==> config.mk <==
export PLATFORM = sky130hd
export DESIGN_NAME = traffic_req_cond
export DESIGN_NICKNAME = d
export VERILOG_FILES = /design/src/rtl/traffic_req_cond.sv
export SDC_FILE = /design/constraint.sdc
export NUM_CORES = 1
export LEC_CHECK = 0
export ABC_AREA = 0
export CORE_MARGIN = 4
export CORE_UTILIZATION = 28
export CTS_CLUSTER_SIZE = 8
export DETAILED_ROUTE_END_ITERATION = 7
export GPL_ROUTABILITY_DRIVEN = 0
export GPL_TIMING_DRIVEN = 0
export HOLD_SLACK_MARGIN = 0.12
export PLACE_DENSITY = 0.43
export SETUP_SLACK_MARGIN = 0.02
export SLEW_MARGIN = 0
export SYNTH_ARGS = -nofsm -noshare
export SYNTH_HDL_FRONTEND = slang
export SYNTH_SLANG_ARGS = --single-unit
==> constraint.sdc <==
create_clock -name i_clk -period 2 [get_ports i_clk]
set_clock_uncertainty 0.1 [all_clocks]
set_input_delay 0.4 -clock i_clk [delete_from_list [all_inputs] [get_ports i_clk]]
set_output_delay 0.4 -clock i_clk [all_outputs]
set_load 0.1 [all_outputs]
==> src/rtl/traffic_req_cond.sv <==
// traffic_req_cond: synchronises and debounces the raw button and sensor lines for the traffic-light FSM.
// Optional build macro TRAFFIC_REQ_STATS_EN adds o_p_cnt, a saturating count of accepted pedestrian requests.
module traffic_req_cond #(
    parameter int DB_CYCLES = 4,
    parameter int PED_HOLD  = 16,
    parameter int CNT_W     = 8
) (
    input  logic i_clk,
    input  logic i_rstn,
    input  logic i_btn_p,
    input  logic i_btn_r,
    input  logic i_sen_a,
    input  logic i_sen_b,
    input  logic i_p_clr,
    output logic o_p,
    output logic o_r,
    output logic o_t_a,
    output logic o_t_b
`ifdef TRAFFIC_REQ_STATS_EN
    ,
    output logic [7:0] o_p_cnt
`endif
);
    localparam int IP = 0;
    localparam int IR = 1;
    localparam int IA = 2;
    localparam int IB = 3;
    localparam logic [CNT_W-1:0] DB_LAST   = CNT_W'(DB_CYCLES - 1);
    localparam logic [CNT_W-1:0] HOLD_LAST = CNT_W'(PED_HOLD - 1);

    typedef enum logic [1:0] {P_IDLE, P_REQ, P_BLOCK} ped_e;

    logic [3:0]       raw;
    logic [3:0]       s1_q, s2_q;
    logic [3:0]       lvl_q, lvl_d;
    logic [3:0]       edge_q, edge_d;
    logic [3:0]       flip;
    logic [CNT_W-1:0] cnt_q [4];
    logic [CNT_W-1:0] cnt_d [4];
    ped_e             state_q, state_d;
    logic [CNT_W-1:0] hold_q, hold_d;
    logic             o_p_q, o_p_d;
    logic             o_r_q, o_r_d;
    logic             o_t_a_q, o_t_a_d;
    logic             o_t_b_q, o_t_b_d;
    logic             b_pend_q, b_pend_d;
    logic             b_any;

    assign raw = {i_sen_b, i_sen_a, i_btn_r, i_btn_p};

    // Two-flop synchroniser on every raw line.
    always_ff @(posedge i_clk or negedge i_rstn) begin
        if (!i_rstn) begin
            s1_q <= '0;
            s2_q <= '0;
        end else begin
            s1_q <= raw;
            s2_q <= s1_q;
        end
    end

    // Debounce: count consecutive mismatching cycles, flip the level on the DB_CYCLES-th one.
    always_comb begin
        flip = '0;
        for (int i = 0; i < 4; i++) begin
            flip[i]  = (s2_q[i] != lvl_q[i]) && (cnt_q[i] == DB_LAST);
            cnt_d[i] = (s2_q[i] == lvl_q[i] || flip[i]) ? '0 : cnt_q[i] + 1'b1;
        end
        lvl_d  = lvl_q ^ flip;
        edge_d = flip & ~lvl_q;
    end

    // Debounced levels, counters and one-cycle rising-edge flags.
    always_ff @(posedge i_clk or negedge i_rstn) begin
        if (!i_rstn) begin
            lvl_q  <= '0;
            edge_q <= '0;
            cnt_q  <= '{default: '0};
        end else begin
            lvl_q  <= lvl_d;
            edge_q <= edge_d;
            cnt_q  <= cnt_d;
        end
    end

    // Pedestrian FSM state and hold counter.
    always_ff @(posedge i_clk or negedge i_rstn) begin
        if (!i_rstn) begin
            state_q <= P_IDLE;
            hold_q  <= '0;
        end else begin
            state_q <= state_d;
            hold_q  <= hold_d;
        end
    end

    // Pedestrian next state: override wins over clear, which wins over hold expiry.
    always_comb begin
        state_d = state_q;
        hold_d  = hold_q;
        case (state_q)
            P_IDLE: begin
                if (lvl_q[IR]) begin
                    state_d = P_BLOCK;
                end else if (edge_q[IP]) begin
                    state_d = P_REQ;
                    hold_d  = HOLD_LAST;
                end
            end
            P_REQ: begin
                if (lvl_q[IR]) begin
                    state_d = P_BLOCK;
                end else if (i_p_clr || hold_q == '0) begin
                    state_d = P_IDLE;
                end else begin
                    hold_d = hold_q - 1'b1;
                end
            end
            P_BLOCK: state_d = lvl_q[IR] ? P_BLOCK : P_IDLE;
            default: state_d = P_IDLE;
        endcase
    end

    // Output decode; a B edge coinciding with an A pulse is parked for one cycle.
    always_comb begin
        b_any    = edge_q[IB] | b_pend_q;
        o_p_d    = (state_d == P_REQ);
        o_r_d    = lvl_q[IR];
        o_t_a_d  = edge_q[IA];
        o_t_b_d  = b_any & ~edge_q[IA];
        b_pend_d = b_any & edge_q[IA];
    end

    // Registered outputs and the pending-B flag.
    always_ff @(posedge i_clk or negedge i_rstn) begin
        if (!i_rstn) begin
            o_p_q    <= 1'b0;
            o_r_q    <= 1'b0;
            o_t_a_q  <= 1'b0;
            o_t_b_q  <= 1'b0;
            b_pend_q <= 1'b0;
        end else begin
            o_p_q    <= o_p_d;
            o_r_q    <= o_r_d;
            o_t_a_q  <= o_t_a_d;
            o_t_b_q  <= o_t_b_d;
            b_pend_q <= b_pend_d;
        end
    end

    assign o_p   = o_p_q;
    assign o_r   = o_r_q;
    assign o_t_a = o_t_a_q;
    assign o_t_b = o_t_b_q;

`ifdef TRAFFIC_REQ_STATS_EN
    logic [7:0] p_cnt_q, p_cnt_d;

    // Count accepted requests, saturating at 255; the serve pulse never clears it.
    always_comb begin
        p_cnt_d = (state_q == P_IDLE && state_d == P_REQ && p_cnt_q != 8'hFF) ? p_cnt_q + 8'd1 : p_cnt_q;
    end

    // Request counter register.
    always_ff @(posedge i_clk or negedge i_rstn) begin
        if (!i_rstn) p_cnt_q <= '0;
        else         p_cnt_q <= p_cnt_d;
    end

    assign o_p_cnt = p_cnt_q;
`endif
endmodule

==> results of run 1 <==
-- cell type report --
class / instances / area, um^2
Multi-Input combinational cell: 157 / 1020
Sequential cell: 62 / 1550
Clock buffer: 12 / 155
Timing Repair Buffer: 18 / 165
Tap cell: 108 / 135
Clock inverter: 4 / 45.0
Fill cell: 886 / 5750
Inverter: 7 / 26.3
-- metrics by stage --
step | power [mW] | worst slack, ns | instances | TNS (ns)
2_1_floorplan | 2.09 | 0.0873 | 226 | 0
3_5_place_dp | 2.30 | -0.153 | 344 | -0.286
3_3_place_gp | 2.30 | -1.85 | 344 | -114.31
4_1_cts | 3.44 | 0.0449 | 365 | 0
6_report | 3.38 | 0.0537 | 368 | 0
5_1_grt | 3.60 | 0.0245 | 368 | 0
-- where the power goes --
group | leakage (nW) | total [mW] | internal (mW) | switching, mW
registers | 0.808 | 1.62 | 1.44 | 0.179
clock network | 0.106 | 1.11 | 0.638 | 0.468
logic | 0.530 | 0.647 | 0.235 | 0.411
-- final timing paths --
kind,from,to,cells past startpoint
worst max-delay path,hold_q[3]$_DFFE_PN0P_,hold_q[7]$_DFFE_PN0P_,4
worst min-delay path,s1_q[2]$_DFF_PN0_,s2_q[2]$_DFF_PN0_,0
worst max register to register,hold_q[3]$_DFFE_PN0P_,hold_q[7]$_DFFE_PN0P_,4
worst min register to register,s1_q[2]$_DFF_PN0_,s2_q[2]$_DFF_PN0_,0
max in group asynchronous,i_rstn,cnt_q[25]$_DFF_PN0_,2
min in group asynchronous,i_rstn,hold_q[4]$_DFFE_PN0P_,2
-- synthesized netlist by cell type (2+ instances only) --
library cell / n / area share [%]
dfrtp_1: 62 / 60
nor2_1: 36 / 5.2
xor2_1: 22 / 7.4
nand3_1: 20 / 3.9
and3_1: 12 / 2.9
nand2_1: 10 / 1.4
inv_1: 7 / 1.0
xnor2_1: 7 / 2.4
ha_1: 5 / 2.4
mux2_2: 4 / 1.7
nor4_1: 4 / 0.97
o21ai_0: 4 / 0.77
a21oi_1: 3 / 0.58
nor3b_1: 3 / 0.87
a21o_1: 2 / 0.58
a2bb2oi_1: 2 / 0.68
and2_1: 2 / 0.48
nand4_1: 2 / 0.48
nor2b_1: 2 / 0.48
nor3_1: 2 / 0.39
or4_4: 2 / 0.87
-- worst max-delay path, cell delays in order (launching register included) --
cell      delay (ns)
dfrtp_1         0.39
or4_4           0.55
or4_4           0.43
or3_1           0.32
o221ai_1        0.08
-- layer usage --
layer  track usage [%]  share of wire, %  vias up
li1                  -                 -      830
met1              11.2                53      805
met2              12.9                42       16
met3              3.41               3.1        5
met4              4.84               1.9        0
met5                 0                 0        -
-- cells by family (layout without fill, tap and decap cells) --
kind of cell               count (synthesis)  after routing  share of synthesized area [%]
buffers and inverters                      7             41                           1.01
and+or+nand+nor                          103            103                           20.4
AOI/OAI and AO/OA                         16             16                           4.78
xor gates and xnor gates                  29             29                           9.80
DFF                                       62             62                           59.8
adders and majority gates                  5              5                           2.41
muxes                                      4              4                           1.74
-- state kept, by name, summed over array words and instances (netlist names), named ones only --
register / cells
o_r: 1
cnt_q: 32
o_p: 1
b_pend_q: 1
edge_q: 3
s1_q: 4
hold_q: 8
o_t_b: 1
s2_q: 4
o_t_a: 1
state_q: 2
-- timing repair --
item | in CTS | in global routing
hold buffers | 1 | 0
pin swaps | 1 | 1
buffers inserted | 4 | 3
endpoints found under the setup margin | 10 | 1
gates resized for setup | 13 | 2
hold endpoints to repair | 62 | 0
==> impl_results.md, run 1 <==
- Max Freq: 0.514 GHz
- N_diodes: 0
- Crit end category: flip-flop
- Number of routed nets with antenna violations: 0
- Startpoint Class: flip-flop
- Post-Syn Area: 2590 um^2
- RSZ-0062 raised after global routing: no
- DR WL/cell: 12.0 um
- Commonest non-fill, non-tap cells in the layout: dfrtp_1 (62), nor2_1 (36), xor2_1 (22), nand3_1 (20), and3_1 (12)
- Clk slew on worst S/H paths: approximately 0.07 ns
- Number of synthesized flops with an enable pin: 0
- Initial DRT Pass Iterations: 4
- Die area: 10900 um^2
- Setup CP Type: flip-flop to flip-flop
- Hpwl dp: 2.74 mm
- Sequential share of the synthesized area: 59.8%
- Inserted Clock Buffers: 9
- Worst hold-check path type: flip-flop to flip-flop
- Io pins: 11
- Critical path data arrival time: 2.09 ns
- Initial antenna violation count: 0
- Post-route DRC: 0
- Top_reg_cell synth: dfrtp_1
- Via Count: 1656
- VDD IR-drop max: ~330 uV
- Fin crit period: 1.95 ns
- Final setup fails: 0
- Tcrit/Tclk final: 97.3%
- Number of synthesis warnings: 0
- Leak Pwr: 1.44 nW
- CTS tree: built
- Status: complete, no violations
- Finished Cell Area: 3100 um^2
- First-iteration detailed-routing DRC count: 36
- CTS Sinks: 62
- CP required: 2.14 ns
- CP Max Fanout: 3
- Share of post-route cells with drive strength above 1: 15.8%
- Layout Nets: 267
- Post-DP Area: 2830 um^2
- Clk buf depth: 2
- CORE AREA: between 8000 and 9000 um^2
- PwrDens: 1090 nW/um^2
- Largest net degree at the start of global routing: 63
- Die width: around 100 um
- Synth cell types: 34
- H-tree depth: 3
- Synth-to-layout area growth: 19.5%
- Mapped Cells: 226
- GR Util All Layers: 8.82%
- Grt ovf: 0
- Post-Route WL: 4.43 mm
- Port Buffers: 10
- Fraction of registers with async set/reset: 100%
- Clock Latency Late Sink: 0.33 ns
- Yosys reg bits: 62
- Root Driver: clkbuf_8
- Final hold violations: 0
- Rows: 34
- Worst slew pin tran: 0.797 ns
- R2R setup slack: between 0.05 and 0.06 ns
- Vert. Die Dim: 104 um
- Global-route wire length before repair: 7.58 mm
- Syn Area/Cell: between 10 and 15 um^2
- Fin. max-slew vios: 0
- Post-synth net total: 238
- Maxcap violations: 0
- Worst rel slew slack: a little under half
- Starting Density: between 20% and 30%
- Most common cell after layout, fill and taps aside: dfrtp_1
- Vias in the first global route: 1647
- Worst hold margin: 0.241 ns
- Post-layout util: 35.0%
- Via density: 4.50
Power figures use the tool's default switching activity.
==> inputs of run 2 (changes only) <==
--- a/config.mk
+++ b/config.mk
@@ -6,6 +6,7 @@
 export NUM_CORES = 1
 export LEC_CHECK = 0
 export ABC_AREA = 0
+export ABC_CLOCK_PERIOD_IN_PS = 2000
 export CORE_MARGIN = 4
 export CORE_UTILIZATION = 28
 export CTS_CLUSTER_SIZE = 8
@@ -13,9 +14,10 @@
 export GPL_ROUTABILITY_DRIVEN = 0
 export GPL_TIMING_DRIVEN = 0
 export HOLD_SLACK_MARGIN = 0.12
-export PLACE_DENSITY = 0.43
+export PLACE_DENSITY = 0.48
 export SETUP_SLACK_MARGIN = 0.02
 export SLEW_MARGIN = 0
 export SYNTH_ARGS = -nofsm -noshare
 export SYNTH_HDL_FRONTEND = slang
 export SYNTH_SLANG_ARGS = --single-unit
+export TNS_END_PERCENT = 10
==> run 2 against run 1 <==
Worst hold slack improved by 0.0078 ns; register-to-register slack is essentially flat; critical path depth unchanged; largest cell class unchanged; utilization increased by 0.071 points; design area grew 0.20%; clock power hardly changed; sequential cell count is the same; routed wire length down 2.5%; final cell count did not move; worst setup slack worse by 0.0018 ns; via count up 0.12%.
==> impl_results.md, run 2 (synthesis gave the netlist of run 1 again) <==
- Status: complete, no violations
- Grt met1 use: 12.0%
- Start point of the critical path: hold_q[0]$_DFFE_PN0P_
- Crit end category: flip-flop
- H-tree depth: 3
- Seq pwr share: 48.2%
- Worst Hold Launch: s1_q[3]$_DFF_PN0_
- Hold Path Sink: s2_q[3]$_DFF_PN0_
- Vert. Die Dim: 104 um
- Number of routed nets with antenna violations: 0
- CP Cell Sequence: or4_4, or4_4, or3_1, o221ai_1
- Global Route met2 Usage: 12.5%
- Worst path max stage delay: 0.55 ns
- RSZ-0062 raised after global routing: yes
- Finished Cell Area: around 3100 um^2
- Port Buffers: 10
- Post-layout util: 35.1%
- DR WL/cell: 11.7 um
- Vias in the first global route: about 1.7k
- CP required: between 2 and 2.5 ns
- CTS tree: built
- Io pins: 11
- GRT Max-Usage Layer: met2
- Rows: 34
- Commonest non-fill, non-tap cells in the layout: dfrtp_1 (61), nor2_1 (36), xor2_1 (22), nand3_1 (20), and3_1 (12)
- Die width: ~100 um
- Critical R2R Capture: hold_q[7]$_DFFE_PN0P_
- First-iteration detailed-routing DRC count: 54
- Top reg by flops: cnt_q
- Final hold violations: 0
- Layout Nets: ~270
- R2R setup slack: between 0.05 and 0.06 ns
- Worst hold stages: 0
- CORE AREA: 8850 um^2
- Crit path buffers/inverters: 0
- Root Driver: clkbuf_8
- Final setup fails: 0
- Sw Ratio: 31.2%
- Worst slew pin tran: 0.780 ns
- Clk slew on worst S/H paths: 0.07 ns
- Inserted Clock Buffers: 9
- Clock power frac: 32.8%
- Clk buf depth: 2
- Leak Pwr: 1.44 nW
- Die area: 10900 um^2
- Tcrit/Tclk final: 97.4%
- Share of post-route cells with drive strength above 1: 15.4%
- Slowest CP cell: or4_4
- Maxcap violations: 0
- Via Count: roughly 1.7k
- Post-Route WL: roughly 4.3 mm
- VDD IR-drop max: 371 uV
- Cell mode on critical path: or4_4
- Internal cell power: 2.32 mW
- Hpwl dp: about 2.7 mm
- CP Max Fanout: 3
- Startpoint Class: flip-flop
- Most common cell after layout, fill and taps aside: dfrtp_1
- Max Freq: 0.513 GHz
- Fin. max-slew vios: 0
- Biggest registers after layout: cnt_q: 32 flops, hold_q: 8 flops
- Combinational share of power: roughly a fifth
- P_sw: 1.06 mW
- Fin crit period: 1.95 ns
- Clock Latency Late Sink: 0.33 ns
- Global-route wire length before repair: 7.80 mm
- N_diodes: 0
- R2R cell count: 4
- Worst path top cell family by delay: simple AND/OR/NAND/NOR gates
- Initial DRT Pass Iterations: 3
- Flip-flop count of the largest register after layout: 32
- Post-DP Area: roughly 2800 um^2
- Worst rel slew slack: 48.0%
- Post-route DRC: 0
- Largest net degree at the start of global routing: 63
- Worst hold-check path type: flip-flop to flip-flop
- Reg2Reg Launch Point: hold_q[0]$_DFFE_PN0P_
- Starting Density: 29.3%
- Setup CP Type: flip-flop to flip-flop
- PwrDens: 1090 nW/um^2
- Critical path data arrival time: 2.10 ns
- Grt ovf: 0
- M3 GR Usage: 2.11%
- Initial antenna violation count: 0
- Via density: 4.51
- Synth-to-layout area growth: 19.8%
- CTS Sinks: 62
- GR Util All Layers: 8.99%
## run 2: power by group through the flow
| stage | clock (mW) | sequential [mW] | combinational [mW] |
|---|---|---|---|
| floorplan | 0 | 1.71 | 0.382 |
| global placement | 0 | 1.65 | 0.640 |
| detailed placement | 0 | 1.65 | 0.643 |
| CTS | 1.16 | 1.63 | 0.644 |
| global route | 1.22 | 1.66 | 0.733 |
| finish | 1.11 | 1.63 | 0.644 |
## run 2: per-layer routing
layer  share of wire [%]  routed length [um]  vias up
met5                   0                   0        -
met4                 3.6                 157        0
met3                 2.3                 100       12
met2                  43                1880       15
met1                  51                2190      795
li1                    -                   -      836
## run 2: worst reg2reg max path: cells and delay by family, from the launching register on
| family | cells | cell delay (ns) |
|---|---|---|
| compound gates | 1 | 0.07 |
| flops | 1 | 0.40 |
| simple gates | 3 | 1.30 |
## run 2: cell type report
cell class	count	area [um^2]
clock buffer	13	159
clock inverter	3	42.5
fill	885	5740
inverter	7	26.3
multi-input combinational	157	1020
sequential	62	1550
tap	108	135
timing repair buffer	18	169
## run 2: per-stage QoR
stage	power (mW)	std cells	setup slack (ns)	setup TNS, ns	hold slack (ns)
final	3.38	368	0.0519	0	0.249
after global routing	3.62	368	-0.00302	-0.00593	0.257
after CTS	3.43	363	0.00881	0	0.252
after detailed placement	2.30	344	-0.148	-0.238	0.236
after global placement	2.29	344	-1.71	-106.19	0.233
after floorplan	2.09	226	0.0873	0	0.00441
## run 2: repair_timing
action | CTS | global route
hold endpoints to repair | 62 | 0
buffers inserted | 2 | 5
endpoints found under the setup margin | 10 | 6
hold buffers | 1 | 0
pin swaps | 2 | 2
gates resized for setup | 13 | 3
## run 2: worst max path at each step
| stage | to | depth (start not counted) |
|---|---|---|
| 2_1_floorplan | hold_q[7]$_DFFE_PN0P_ | 7 |
| 3_3_place_gp | cnt_q[5]$_DFF_PN0_ | 1 |
| 3_5_place_dp | hold_q[7]$_DFFE_PN0P_ | 7 |
| 4_1_cts | hold_q[7]$_DFFE_PN0P_ | 7 |
| 5_1_grt | hold_q[7]$_DFFE_PN0P_ | 4 |
| 6_report | hold_q[7]$_DFFE_PN0P_ | 4 |
==> inputs of run 3 (changes only) <==
--- a/config.mk
+++ b/config.mk
@@ -7,6 +7,7 @@
 export LEC_CHECK = 0
 export ABC_AREA = 0
 export ABC_CLOCK_PERIOD_IN_PS = 2000
+export CAP_MARGIN = 25
 export CORE_MARGIN = 4
 export CORE_UTILIZATION = 28
 export CTS_CLUSTER_SIZE = 8
==> results of run 3 <==
Same layout as run 2: the final DEF is identical, and so are final timing and power.
